### config.mk
export PLATFORM = sky130hd
export DESIGN_NAME = bit_serializer
export DESIGN_NICKNAME = d
export VERILOG_FILES = /design/src/rtl/bit_serializer_pkg.sv /design/src/rtl/piso_shift_reg.sv /design/src/rtl/bit_serializer.sv
export SDC_FILE = /design/constraint.sdc
export NUM_CORES = 1
export LEC_CHECK = 0
export BUFFER_PORTS_ARGS = -buffer_cell sky130_fd_sc_hd__buf_2
export CELL_PAD_IN_SITES_DETAIL_PLACEMENT = 1
export CELL_PAD_IN_SITES_GLOBAL_PLACEMENT = 2
export CORE_ASPECT_RATIO = 0.8
export CORE_MARGIN = 10
export CORE_UTILIZATION = 29
export DETAILED_ROUTE_END_ITERATION = 8
export PLACE_DENSITY_LB_ADDON = 0.15
export SLEW_MARGIN = 20
export SYNTH_ARGS = -nofsm -noshare
export SYNTH_HDL_FRONTEND = slang
export SYNTH_HIERARCHICAL = 1
export SYNTH_SLANG_ARGS = --single-unit
export TNS_END_PERCENT = 20
### constraint.sdc
create_clock -name clock -period 2 [get_ports clock]
set_input_delay 0.3 -clock clock [delete_from_list [all_inputs] [get_ports clock]]
set_output_delay 0.3 -clock clock [all_outputs]
set_load 0.05 [all_outputs]
### src/rtl/bit_serializer_pkg.sv
// Shared types and sizing helpers for the bit serializer.
package bit_serializer_pkg;

  typedef enum logic [1:0] {
    IDLE  = 2'd0,
    SHIFT = 2'd1,
    GAP   = 2'd2
  } state_t;

  // Gap counter covers GAP_CYCLES up to 15.
  localparam int GAP_W = 4;

  // Bit-counter width: ceil(log2(w)), never narrower than one bit.
  function automatic int cnt_width(input int w);
    return (w <= 2) ? 1 : $clog2(w);
  endfunction

endpackage

### src/rtl/piso_shift_reg.sv
// Parallel-in serial-out shift register; the presented bit is always the
// head of the register, and shifting fills the vacated end with zeros.
module piso_shift_reg #(
  parameter int WIDTH     = 8,
  parameter bit MSB_FIRST = 1'b1
) (
  input  logic             clock,
  input  logic             clear,
  input  logic             load,
  input  logic             shift,
  input  logic [WIDTH-1:0] data,
  output logic             serial_bit
);

  logic [WIDTH-1:0] q;

  always_ff @(posedge clock) begin
    if (clear) begin
      q <= '0;
    end else if (load) begin
      q <= data;
    end else if (shift) begin
      if (MSB_FIRST) q <= {q[WIDTH-2:0], 1'b0};
      else           q <= {1'b0, q[WIDTH-1:1]};
    end
  end

  assign serial_bit = MSB_FIRST ? q[WIDTH-1] : q[0];

endmodule

### src/rtl/bit_serializer.sv
// Frame serializer: accepts a parallel word over a valid/ready handshake and
// streams it one bit per cycle, with optional idle gap between frames.
module bit_serializer
  import bit_serializer_pkg::*;
#(
  parameter int WIDTH      = 8,
  parameter bit MSB_FIRST  = 1'b1,
  parameter bit IDLE_LEVEL = 1'b0,
  parameter int GAP_CYCLES = 0
) (
  input  logic             clock,
  input  logic             reset,
  input  logic             load_valid,
  output logic             load_ready,
  input  logic [WIDTH-1:0] load_data,
  output logic             serial_out,
  output logic             serial_valid,
  output logic             frame_done,
  output state_t           fsm_state
);

  // Handshake: a frame transfers on the rising edge where load_valid and
  // load_ready are both high; load_ready never depends on load_valid.

  localparam int CW = cnt_width(WIDTH);
  localparam logic [CW-1:0]    BIT_LAST = CW'(WIDTH - 1);
  localparam logic [GAP_W-1:0] GAP_LAST = GAP_W'((GAP_CYCLES == 0) ? 0 : GAP_CYCLES - 1);

  state_t             state;
  state_t             state_next;
  logic [CW-1:0]      bit_cnt;
  logic [GAP_W-1:0]   gap_cnt;
  logic               last_bit;
  logic               accept;
  logic               shift_en;
  logic               sr_bit;

  assign last_bit  = (state == SHIFT) && (bit_cnt == BIT_LAST);
  assign fsm_state = state;

  always_comb begin
    state_next   = state;
    load_ready   = 1'b0;
    accept       = 1'b0;
    shift_en     = 1'b0;
    serial_valid = 1'b0;
    frame_done   = 1'b0;
    serial_out   = IDLE_LEVEL;

    // Reset masks every output so nothing of an aborted frame leaks out.
    load_ready   = !reset && ((state == IDLE) || (last_bit && (GAP_CYCLES == 0)));
    accept       = load_valid && load_ready;
    shift_en     = (state == SHIFT) && !accept;
    serial_valid = !reset && (state == SHIFT);
    frame_done   = !reset && last_bit;
    serial_out   = serial_valid ? sr_bit : IDLE_LEVEL;

    case (state)
      IDLE: begin
        if (accept) state_next = SHIFT;
      end
      SHIFT: begin
        if (last_bit) begin
          if (accept)              state_next = SHIFT;
          else if (GAP_CYCLES > 0) state_next = GAP;
          else                     state_next = IDLE;
        end
      end
      GAP: begin
        if (gap_cnt == GAP_LAST) state_next = IDLE;
      end
      default: state_next = IDLE;
    endcase
  end

  always_ff @(posedge clock) begin
    if (reset) begin
      state   <= IDLE;
      bit_cnt <= '0;
      gap_cnt <= '0;
    end else begin
      state <= state_next;
      if (accept)              bit_cnt <= '0;
      else if (state == SHIFT) bit_cnt <= last_bit ? '0 : bit_cnt + CW'(1);
      if (state == GAP) gap_cnt <= gap_cnt + GAP_W'(1);
      else              gap_cnt <= '0;
    end
  end

  piso_shift_reg #(
    .WIDTH    (WIDTH),
    .MSB_FIRST(MSB_FIRST)
  ) u_sr (
    .clock     (clock),
    .clear     (reset),
    .load      (accept),
    .shift     (shift_en),
    .data      (load_data),
    .serial_bit(sr_bit)
  );

endmodule
* After elaboration in Yosys (flattened, before gate mapping)
Cells that the tools add are included.
** Storage, ports and cells
- Flip-flop bits (word level) :: 17
- Input bits :: 11
- Logic and storage cells :: 37
- Output and inout port bits :: 6
** Operators by class
- Equality and inequality tests :: 6
- $add $sub $neg :: 2
- Reduce and logical (&&, ||, !) cells :: 15
- Bitwise logic cells :: 1
- Multiplexer cells :: 9
** Operators by type and width (count)
- two-way mux 8 bit :: 2
- logical AND 1 bit :: 6
- two-way mux 2 bit :: 3
- inequality test 2 bit, second input constant :: 3
- one-hot mux 2 bit (3 select lines) :: 1
- adder 4 x 1 -> 4 bit, second input constant :: 1
- zero test 4 bit :: 1
- OR reduction 2 bit :: 2
- adder 3 x 1 -> 3 bit, second input constant :: 1
- == test 3 bit, second input constant :: 1
- two-way mux 3 bit :: 1
- AND reduction 3 bit :: 1
- == test 2 x 1 -> 1 bit, second input constant :: 1
- == test 2 bit, second input constant :: 1
- zero test 1 bit :: 2
- zero test 2 bit :: 1
- two-way mux 1 bit :: 2
- nonzero test 2 bit :: 1
- logical OR 1 bit :: 1
- inverter 1 bit :: 1

* Depth between registers and ports, before layout
Gate-level depths: netlist of run 1.
- Word-level depth :: 9
- Mapped depth :: 7
- Mapped depth without buffers :: 6

* Modules after synthesis
Netlist of run 1, hierarchy kept.
** Modules (own cells, without submodules)
- piso_shift_reg :: cells an instance 35, seq. area each 160.2 um2, times used 1, area an instance 369.1 um2
- bit_serializer :: cells an instance 26, seq. area each 80.1 um2, times used 1, area an instance 242.7 um2

* Worst setup path after synthesis of run 1
Ideal clock, no wire load.
- Path kind :: register to output
- From :: reg state[0] (netlist: fsm_state[0])
- To :: out frame_done
- Path slack :: -389 ps
- Arrival :: 2089 ps
- Cell stages (with the launch flop) :: 3
- Data required time :: 1700 ps
- Path buffers :: 0
- Cells stage by stage :: dfxtp_1 -> nor2b_1 -> and2_1
** On the way
- Cells in the longest elaborated chain, start to end :: 3
** Ends and longest elaborated chain
- start, declared :: line bit_serializer.sv:29 : state_t state;
- start signal, assigned :: line bit_serializer.sv:82 : state <= state_next;
- == test 2 x 1 -> 1 bit :: line bit_serializer.sv:38 : assign last_bit = (state == SHIFT) && (bit_cnt == BIT_LAST);
- logical AND 1 bit :: line bit_serializer.sv:38
- logical AND 1 bit :: line bit_serializer.sv:55 : frame_done = !reset && last_bit;
- end, declared :: line bit_serializer.sv:18 : output logic frame_done,
Every way passes these cells.

* Worst setup path in the final report of run 1
- From :: reg bit_cnt[0]
- To :: out load_ready
** On the way
- Cells in the longest elaborated chain, start to end :: 4
** Ends and longest elaborated chain
- start, declared :: line bit_serializer.sv:31 : logic [CW-1:0] bit_cnt;
- start signal, assigned :: line bit_serializer.sv:84 : else if (state == SHIFT) bit_cnt <= last_bit ? '0 : bit_cnt + CW'(1);
- == test 3 bit :: line bit_serializer.sv:38
- logical AND 1 bit :: line bit_serializer.sv:38
- logical OR 1 bit :: line bit_serializer.sv:51 : load_ready = !reset && ((state == IDLE) || (last_bit && (GAP_CYCLES == 0)));
- logical AND 1 bit :: line bit_serializer.sv:51
- end, declared :: line bit_serializer.sv:14 : output logic load_ready,
Every way passes these cells.

==> results of run 1 <==
[worst paths after layout]
path / startpoint / endpoint / slack [ns]
max: bit_cnt[0] / load_ready / 0.11
min: load_data[0] / u_sr/q[0] / 0.26
max reg2reg: bit_cnt[0] / u_sr/q[0] / 0.23
min reg2reg: u_sr/q[3] / u_sr/q[3] / 0.56
[worst max-delay path, stage by stage (launching register included)]
cell and delay, ns:
dfxtp_1 0.33, ha_1 0.21, ha_1 0.24, nor2b_1 0.25
nor2_1 0.07, buf_2 0.22
[state kept, by name, indices dropped and copies added, names as in the netlist]
signal and count:
u_sr/q 8, fsm_state 1, bit_cnt 3
[metal layers]
layer	routed length, um	vias up	share of wire (%)
li1	-	253	-
met1	719	237	50
met2	624	12	43
met3	78	2	5.4
met4	27	0	1.9
met5	0	-	0
[cell usage after synthesis, drive strengths merged]
master and instances:
a211oi 7, a21oi 4, and2 2, buf 2, clkdlybuf4s18 1, conb 1, dfxtp 12, ha 2
inv 1, mux2i 7, nand2 2, nand3b 2, nor2 1, nor2b 9, nor3b 1, o21a 1
o21ba 1, or3b 5
[stage by stage]
| step | hold WS (ns) | instance area, um2 |
|---|---|---|
| global placement | 0.550 | 711 |
| floorplan | 0.362 | 619 |
| CTS | 0.251 | 747 |
| detailed placement | 0.549 | 711 |
| global route | 0.261 | 752 |
| finish | 0.262 | 752 |
[layout make-up]
cell class | count | area (um2) | area share [%]
inverter | 1 | 3.75 | 0.499
clock buffer | 4 | 36.3 | 4.83
tap | 24 | 30.0 | 3.99
sequential | 12 | 240 | 31.9
multi-input combinational | 45 | 352 | 46.8
timing repair buffer | 17 | 90.1 | 12.0
[logic make-up (layout without fill, tap and decap cells)]
logic type / after synthesis / after routing / synth area share, %
AO/OA/AOI/OAI: 13 / 13 / 15.3
buffers and inverters: 4 / 22 / 5.32
adder cells (fa/ha/maj): 2 / 2 / 4.09
flip-flops: 12 / 12 / 39.3
multiplexers: 7 / 7 / 11.5
AND/OR/NAND/NOR: 22 / 22 / 23.9
other: 1 / 1 / 0.613
[report_power, final]
| part | leakage, nW | switching, mW | internal, mW |
|---|---|---|---|
| registers | 0.0984 | 0.00966 | 0.253 |
| clock network | 0.0210 | 0.0851 | 0.111 |
| logic | 0.194 | 0.0533 | 0.0377 |
| total | 0.314 | 0.148 | 0.402 |
==> reports/metrics.yaml, run 1 <==
finalSetupViolations: 0
grt_pass1_wl_mm: 2.43
synth_cell_types: 20
clock_path_buffers: 2
vias: 504
core_um2: 1940
grt_util_met3_pct: 3.22
grt_setup_unrepaired: "false"
met2_usage_pct: 10.2
yosys-top-cells-area: "dfxtp_1, mux2i_1, nor2b_1"
synth_area_um2: 612
synth_nets: 74
clockRootBuffer: "clkbuf_4"
grt-busiest-layer: "met2"
initial_core_util_pct: 31.5
antenna_found_initial: 0
layout-drive-gt1-share_pct: 31.6
synth_cells: 61
seq_area_frac_synth_pct: 39.3
io_buffers: 15
critPathRequiredTime_ns: 1.70
criticalPathCategory: "flop to output port"
cts_tree: "done"
rows: 14
wirelength_mm: 1.45
ant_nets: 0
final_core_utilization_pct: 38.7
grt_start_max_net_pins: 17
clock_sinks: 12
cap_violations: 0
drc: 0
powerDensity_nw_per_um2: 731
layout_commonest_cell: "buf_2"
fill_cells: 236
viasPerCell: 4.89
io_pins: 17
grt_pass1_vias: 529
first_iter_violations: 14
die_area_um2: 4360
fin_tns_setup_ns: 0
fin_cells: 103
synth-seq-cells: 12
critPathMaxFanout: 6
drv_slew: 0
yosysWarnings: 6
p_total_mw: 0.550
cts_setup_buffers: 0
avgSynthCellArea_um2: 10.0
drtPass1Iterations: 2
worstSkewPairLatency_ns: 0.28
n_antenna_cell: 0
dp.cells: 99
area.growth.synth_to_final_pct: 22.9
numCtsBuffers: 3
hold_buffers: 0
period_minus_slack_ns: 1.89
pre_cts_slack_ns: 0.155
setup_ws_ns: 0.106
gr-total-overflow: 0
met1_usage_pct: 8.77
skew_ns: 0.000690
hold_path_class: "input port to flop"
cts_resized: 0
dp_hpwl_mm: 1.11
fp.dieH_um: 61.1
max_freq_mhz: 528
vdd_ir_drop_max_uv: 425
leakage_nw: 0.314
fp.dieW_um: 71.4
most-common-layout-cells: "buf_2, dfxtp_1, nor2b_1, mux2i_1, a211oi_1"
post-synth-top-area-fraction_pct: 39.3
finalHoldViolations: 0
place_congestion: 0.664
cp-start-kind: "flop"
grtUsageTotal_pct: 7.15
finalNetCount: 93
worstPathArrival_ns: 1.59
post_drt_wl_per_cell_um: 14.1
rr_worst_depth: 6
period_share_pct: 94.7
min_path_cells: 3
run_status: "finished, final reports clean"
synth_top_area_cell: "dfxtp_1"
crit_path_end_kind: "output port"
clkTransAtPathRegs_ns: 0.08
htreeDepth: 1
No activity file was read; power rests on OpenSTA's default activity.
==> inputs of run 2 (changes only) <==
SETUP_SLACK_MARGIN = 0.3   (was default)
==> run 2 against run 1 <==
Compared with the run above: sequential share of layout area shrank 1.5 points; clock-buffer cell count is the same; critical path depth is the same.
==> reports/metrics.yaml, run 2 (synthesis results as in run 1) <==
run_status: "finished, final reports clean"  # unchanged
grt_pass1_vias: 481  # was 529
pwr-share-clk_pct: 35.0  # was 35.6%
core_um2: 1940  # unchanged
leakage_nw: 0.317  # was 0.314 nW
io_buffers: 15  # unchanged
internal-power_mw: 0.407  # was 0.402 mW
clkTransAtPathRegs_ns: 0.08  # about the same
fin_tns_setup_ns: 0  # unchanged
htreeDepth: 1  # unchanged
worstPathArrival_ns: 1.34  # was 1.59 ns
largest_register: "u_sr/q"  # unchanged
combinationalPowerShare_pct: 17.3  # was 16.6%
most-common-layout-cells: "buf_2, dfxtp_1, mux2i_1, nor2b_1, a211oi_1"  # was buf_2, dfxtp_1, nor2b_1, mux2i_1, a211oi_1
final_core_utilization_pct: 41.1  # was 38.7%
fill_cells: 237  # was 236
criticalPathCategory: "flop to output port"  # unchanged
fin_cells: 103  # unchanged
critPathMaxFanout: 6  # unchanged
grt_start_max_net_pins: 17  # unchanged
hold_buffers: 0  # unchanged
finalHoldViolations: 0  # unchanged
place_congestion: 0.658  # was 0.664
drtPass1Iterations: 2  # unchanged
finalNetCount: 93  # unchanged
die_area_um2: 4360  # unchanged
fp.dieH_um: 61.1  # unchanged
layout-drive-gt1-share_pct: 43.0  # was 31.6%
ant_nets: 0  # unchanged
cp-start-kind: "flop"  # unchanged
clock_path_buffers: 2  # unchanged
critPathLaunch: "bit_cnt[0]"  # unchanged
rows: 14  # unchanged
period_minus_slack_ns: 1.64  # was 1.89 ns
min-delay-start: "load_data[0]"  # unchanged
post_drt_wl_per_cell_um: 13.8  # was 14.1 um
clock_sinks: 12  # unchanged
critPathRequiredTime_ns: 1.70  # about the same
vias: 483  # was 504
layout_commonest_cell: "buf_2"  # unchanged
wirelength_mm: 1.42  # was 1.45 mm
first_iter_violations: 10  # was 14
io_pins: 17  # unchanged
clockRootBuffer: "clkbuf_4"  # unchanged
vdd_ir_drop_max_uv: 359  # was 425 uV
grt_setup_unrepaired: "true"  # was false
cts_setup_buffers: 0  # unchanged
worstSkewPairLatency_ns: 0.27  # was 0.28 ns
max_freq_mhz: 609  # was 528 MHz
grtUsageTotal_pct: 6.58  # was 7.15%
antenna_found_initial: 0  # unchanged
period_share_pct: 82.1  # was 94.7%
switching_share_pct: 26.5  # was 26.9%
hold_path_class: "input port to flop"  # unchanged
cts_tree: "done"  # unchanged
switchingPower_mw: 0.147  # was 0.148 mW
n_antenna_cell: 0  # unchanged
initial_core_util_pct: 31.5  # unchanged
drv_slew: 0  # unchanged
holdWs_ns: 0.281  # was 0.262 ns
reg2reg_from: "bit_cnt[1]"  # was bit_cnt[0]
drc: 0  # unchanged
fp.dieW_um: 71.4  # unchanged
grt_pass1_wl_mm: 2.28  # was 2.43 mm
powerDensity_nw_per_um2: 694  # was 731 nW/um2
finalSetupViolations: 0  # unchanged
area.growth.synth_to_final_pct: 30.5  # was 22.9%
cap_violations: 0  # unchanged
crit_path_end_kind: "output port"  # unchanged
dp.cells: 99  # unchanged
power_frac_seq_pct: 47.7  # was 47.8%
skew_ns: 0.00381  # was 0.000690 ns
dp_hpwl_mm: 1.08  # was 1.11 mm
gr-total-overflow: 0  # unchanged
viasPerCell: 4.69  # was 4.89
numCtsBuffers: 3  # unchanged
largest_reg_flops: 8  # unchanged
[run 2: worst max-delay path, cell delays in order (launching register included)]
cell	delay, ns
dfxtp_2	0.33
ha_2	0.19
ha_4	0.18
nor2b_4	0.14
nor2_2	0.05
buf_6	0.16
[run 2: cell type report]
type | count | area, um2 | share of cell area (%)
sequential | 12 | 243 | 30.4
clock buffer | 4 | 36.3 | 4.55
timing repair buffer | 17 | 98.8 | 12.4
inverter | 1 | 3.75 | 0.470
multi-input combinational | 45 | 387 | 48.4
tap | 24 | 30.0 | 3.76
[run 2: routing by layer]
metal | track usage [%] | share of wire, %
met2 | 8.67 | 43
met3 | 3.38 | 5.4
met5 | 0 | 0
met4 | 3.31 | 2.0
met1 | 8.50 | 50
[run 2: final timing paths]
path	to	slack, ns	cells after the start
max	load_ready	0.36	5
min	u_sr/q[0]	0.28	3
max reg2reg	u_sr/q[0]	0.38	6
min reg2reg	bit_cnt[0]	0.56	2
[run 2: stage by stage]
stage / worst slack (ns) / power (mW) / instance area (um2)
CTS: 0.231 / 0.557 / 759
detailed placement: 0.229 / 0.359 / 714
finish: 0.357 / 0.554 / 798
global route: 0.280 / 0.592 / 798
floorplan: 0.288 / 0.333 / 623
global placement: 0.289 / 0.359 / 714
[run 2: repair_timing]
action / 4_1_cts / 5_1_grt
endpoints found under the setup margin: 10 / 10
pin swaps: 0 / 0
resized for setup: 4 / 10
[run 2: power groups by stage]
stage          Clock (mW)  Combinational (mW)  Sequential (mW)
2_1_floorplan           0              0.0625            0.271
3_3_place_gp            0              0.0899            0.269
3_5_place_dp            0              0.0901            0.269
4_1_cts             0.202              0.0922            0.263
5_1_grt             0.220               0.105            0.267
6_report            0.194              0.0957            0.264
==> inputs of run 3 (changes only) <==
ABC_AREA = 1   (was default)
CORE_UTILIZATION = 24   (was 29)
clock period = 1.3 ns   (was 2 ns; I/O delays follow)
==> run 3 against run 2 <==
Compared with the run above: the flow now finishes with violations (setup timing); wire length increased by 33%; first-iteration DRC count rose by 10%; clock skew about the same; sequential power rose by 51%; critical path depth rose by 1; clock-buffer cell count unchanged; cell area increased by 31%; sequential share of layout area is 6.8 points lower; final cell count grew 62%; clock power up 24%; non-clock buffer count is 13 higher; register-to-register slack got worse by 0.58 ns; largest cell class unchanged.
==> reports/metrics.yaml, run 3 <==
synth_edf_count: 0  # unchanged
clock_sinks: 12  # unchanged
period_minus_slack_ns: 1.54
synth_common_cells: "nand2_1, inv_1, nand3_1"  # was dfxtp_1, nor2b_1, a211oi_1, mux2i_1, or3b_1
post_drt_wl_per_cell_um: 11.3  # was 13.8 um
antenna_found_initial: 0  # unchanged
synthMuxAreaShare_pct: 0  # was 11.5%
n_antenna_cell: 0  # unchanged
core_um2: 2720  # was 1940 um2
avgSynthCellArea_um2: 6.87  # was 10.0 um2
drc: 0  # unchanged
place_area_um2: 936  # was 714 um2
vdd_ir_drop_max_uv: 512  # was 359 uV
critical_path.top_delay_family: "flip-flops"  # was adder cells
fp.dieH_um: 67.4  # was 61.1 um
fp.dieW_um: 79.2  # was 71.4 um
synthMostInstantiatedCell: "nand2_1"  # was dfxtp_1
dp_hpwl_mm: 1.56  # was 1.08 mm
synth_compound_area_share_pct: 3.53  # was 15.3%
synth-main-ff-cell: "dfxtp_1"  # unchanged
critPathRequiredTime_ns: 1.11  # was 1.70 ns
post-synth-top-area-fraction_pct: 35.7  # was 39.3%
layout-drive-gt1-share_pct: 41.9  # was 43.0%
hold_buffers: 0  # unchanged
grtUsageTotal_pct: 7.83  # was 6.58%
yosys-top-cells-area: "dfxtp_1, nand2_1, nand3_1"  # was dfxtp_1, mux2i_1, nor2b_1
rows: 17  # was 14
synth_top_area_cell: "dfxtp_1"  # unchanged
synth_top_family_by_area: "simple AND/OR/NAND/NOR gates"  # unchanged
synth_nets: 111  # was 74
wirelength_mm: 1.88  # was 1.42 mm
drv_slew: 0  # unchanged
synth_xor_xnor_area_share_pct: 0  # unchanged
seq_area_frac_synth_pct: 35.7  # was 39.3%
critPathMaxFanout: 2  # was 6
synth_area_um2: 673  # was 612 um2
htreeDepth: 1  # unchanged
clkTransAtPathRegs_ns: 0.07  # was 0.08 ns
powerDensity_nw_per_um2: 824  # was 694 nW/um2
most-common-layout-cells: "nand2_1, inv_1, nand3_1, buf_2, buf_4"  # was buf_2, dfxtp_1, mux2i_1, nor2b_1, a211oi_1
worstPathArrival_ns: 1.35  # was 1.34 ns
cp-start-kind: "flop"  # unchanged
grt_pass1_wl_mm: 3.35  # was 2.28 mm
io_pins: 17  # unchanged
cap_violations: 0  # unchanged
hold_path_class: "input port to flop"  # unchanged
max_freq_mhz: 648
area.growth.synth_to_final_pct: 55.4  # was 30.5%
skew_ns: 0.00385  # was 0.00381 ns
critPathBufInv: 3  # was 1
initial_core_util_pct: 24.7  # was 31.5%
gr-total-overflow: 0  # unchanged
numCtsBuffers: 3  # unchanged
grt_pass1_vias: 730  # was 481
grt_start_max_net_pins: 10  # was 17
first_iter_violations: 11  # was 10
design_area_um2: 1050  # was 798 um2
drtPass1Iterations: 4  # was 2
synthAdderAreaFrac_pct: 3.72  # was 4.09%
largest_register: "u_sr/q"  # unchanged
viasPerCell: 4.13  # was 4.69
violations: "setup timing"
finalSetupViolations: 14  # was 0
cts_tree: "done"  # unchanged
async_reset_ff_share_pct: 0  # unchanged
cpPeakStageDelay_ns: 0.36  # was 0.33 ns
synth-simple-area-share_pct: 42.8  # was 23.9%
fin_cells: 167  # was 103
criticalPathCategory: "flop to output port"  # unchanged
vias: 689  # was 483
dp.cells: 161  # was 99
worstSkewPairLatency_ns: 0.27  # about the same
synth-seq-cells: 12  # unchanged
period_share_pct: 119
ant_nets: 0  # unchanged
setup_ws_ns: -0.244  # was 0.357 ns
largest_reg_flops: 8  # unchanged
leakage_nw: 0.510  # was 0.317 nW
crit_path_end_kind: "output port"  # unchanged
die_area_um2: 5340  # was 4360 um2
run_status: "complete, but fails checks"  # was finished, final reports clean
io_buffers: 15  # unchanged
finalNetCount: 143  # was 93
path_cells: "ha_4 -> ha_4 -> buf_6 -> inv_4 -> nor3_4 -> buf_6"  # was ha_2 -> ha_4 -> nor2b_4 -> nor2_2 -> buf_6
clockRootBuffer: "clkbuf_4"  # unchanged
yosysWarnings: 6  # unchanged
clock_path_buffers: 2  # unchanged
place_congestion: 0.679  # was 0.658
critPathSlowestCell: "dfxtp_2"  # unchanged
grt_setup_unrepaired: "true"  # unchanged
layout_commonest_cell: "nand2_1"  # was buf_2
synth_cell_types: 19  # was 20
finalHoldViolations: 0  # unchanged
synth_cells: 98  # was 61
[run 3: changes by cell type in the layout (fill, tap and decap cells not counted), moves of 3 or more]
cell / change
nand2_1: +31
a211oi_1: -7
or3b_1: -5
buf_6: +5
buf_8: +3
inv_1: +12
nor2_1: +3
nand3_1: +12
nor2b_1: -7
mux2i_1: -7
buf_4: +7
[run 3: through the flow]
stage	TNS [ns]	utilization [%]	setup slack, ns	hold WS, ns	total power, mW
2_1_floorplan	-0.628	-	-0.0931	0.258	0.540
3_3_place_gp	-1.22	34.4	-0.170	0.446	0.608
3_5_place_dp	-1.51	34.4	-0.196	0.448	0.611
4_1_cts	-2.33	37.5	-0.286	0.156	0.873
5_1_grt	-3.67	38.4	-0.321	0.159	0.927
6_report	-2.41	38.4	-0.244	0.159	0.862
[run 3: cells by family after synthesis]
logic type	count (synthesis)
adders and majority gates	2
buffers and inverters	20
other	1
DFF	12
and+or+nand+nor	59
AOI/OAI and AO/OA	4
[run 3: layout make-up]
cell class                      count  area [um2]
Clock buffer                        4        26.3
Fill cell                         357        1680
Inverter                           17        75.1
Multi-Input combinational cell     66         408
Sequential cell                    12         246
Tap cell                           38        47.5
Timing Repair Buffer               30         243
[run 3: worst reg2reg max path, stage by stage (launching register included)]
cell and delay [ns]:
dfxtp_2 0.36, ha_4 0.14, ha_4 0.16, nor2_8 0.04, nor3_4 0.11, buf_4 0.22
inv_2 0.10, nand3_1 0.09, nand3_1 0.08, nand2_1 0.06, inv_1 0.03
[run 3: final timing paths]
path         slack (ns)  cells after the start       start           end
max               -0.24                      6  bit_cnt[0]    frame_done
min                0.16                      3  load_valid  fsm_state[0]
max reg2reg       -0.20                     10  bit_cnt[0]     u_sr/q[7]
min reg2reg        0.47                      2   u_sr/q[0]     u_sr/q[0]
[run 3: per-layer routing]
metal  global-route usage (%)  up-vias  routed length [um]
met3                     3.98        2                 112
met5                        0        -                   0
li1                         -      364                   -
met4                     1.34        0                   9
met2                     12.0       16                 850
met1                     9.78      307                 910
[run 3: power by group]
part           internal, mW  total (mW)  switching, mW
Sequential            0.385       0.399         0.0133
Combinational        0.0932       0.222          0.129
Clock                 0.119       0.241          0.122
[run 3: timing repair]
action | CTS | global route
setup buffers | 1 | 1
pin swaps | 0 | 5
gates resized for setup | 15 | 5
setup endpoints to repair | 17 | 17
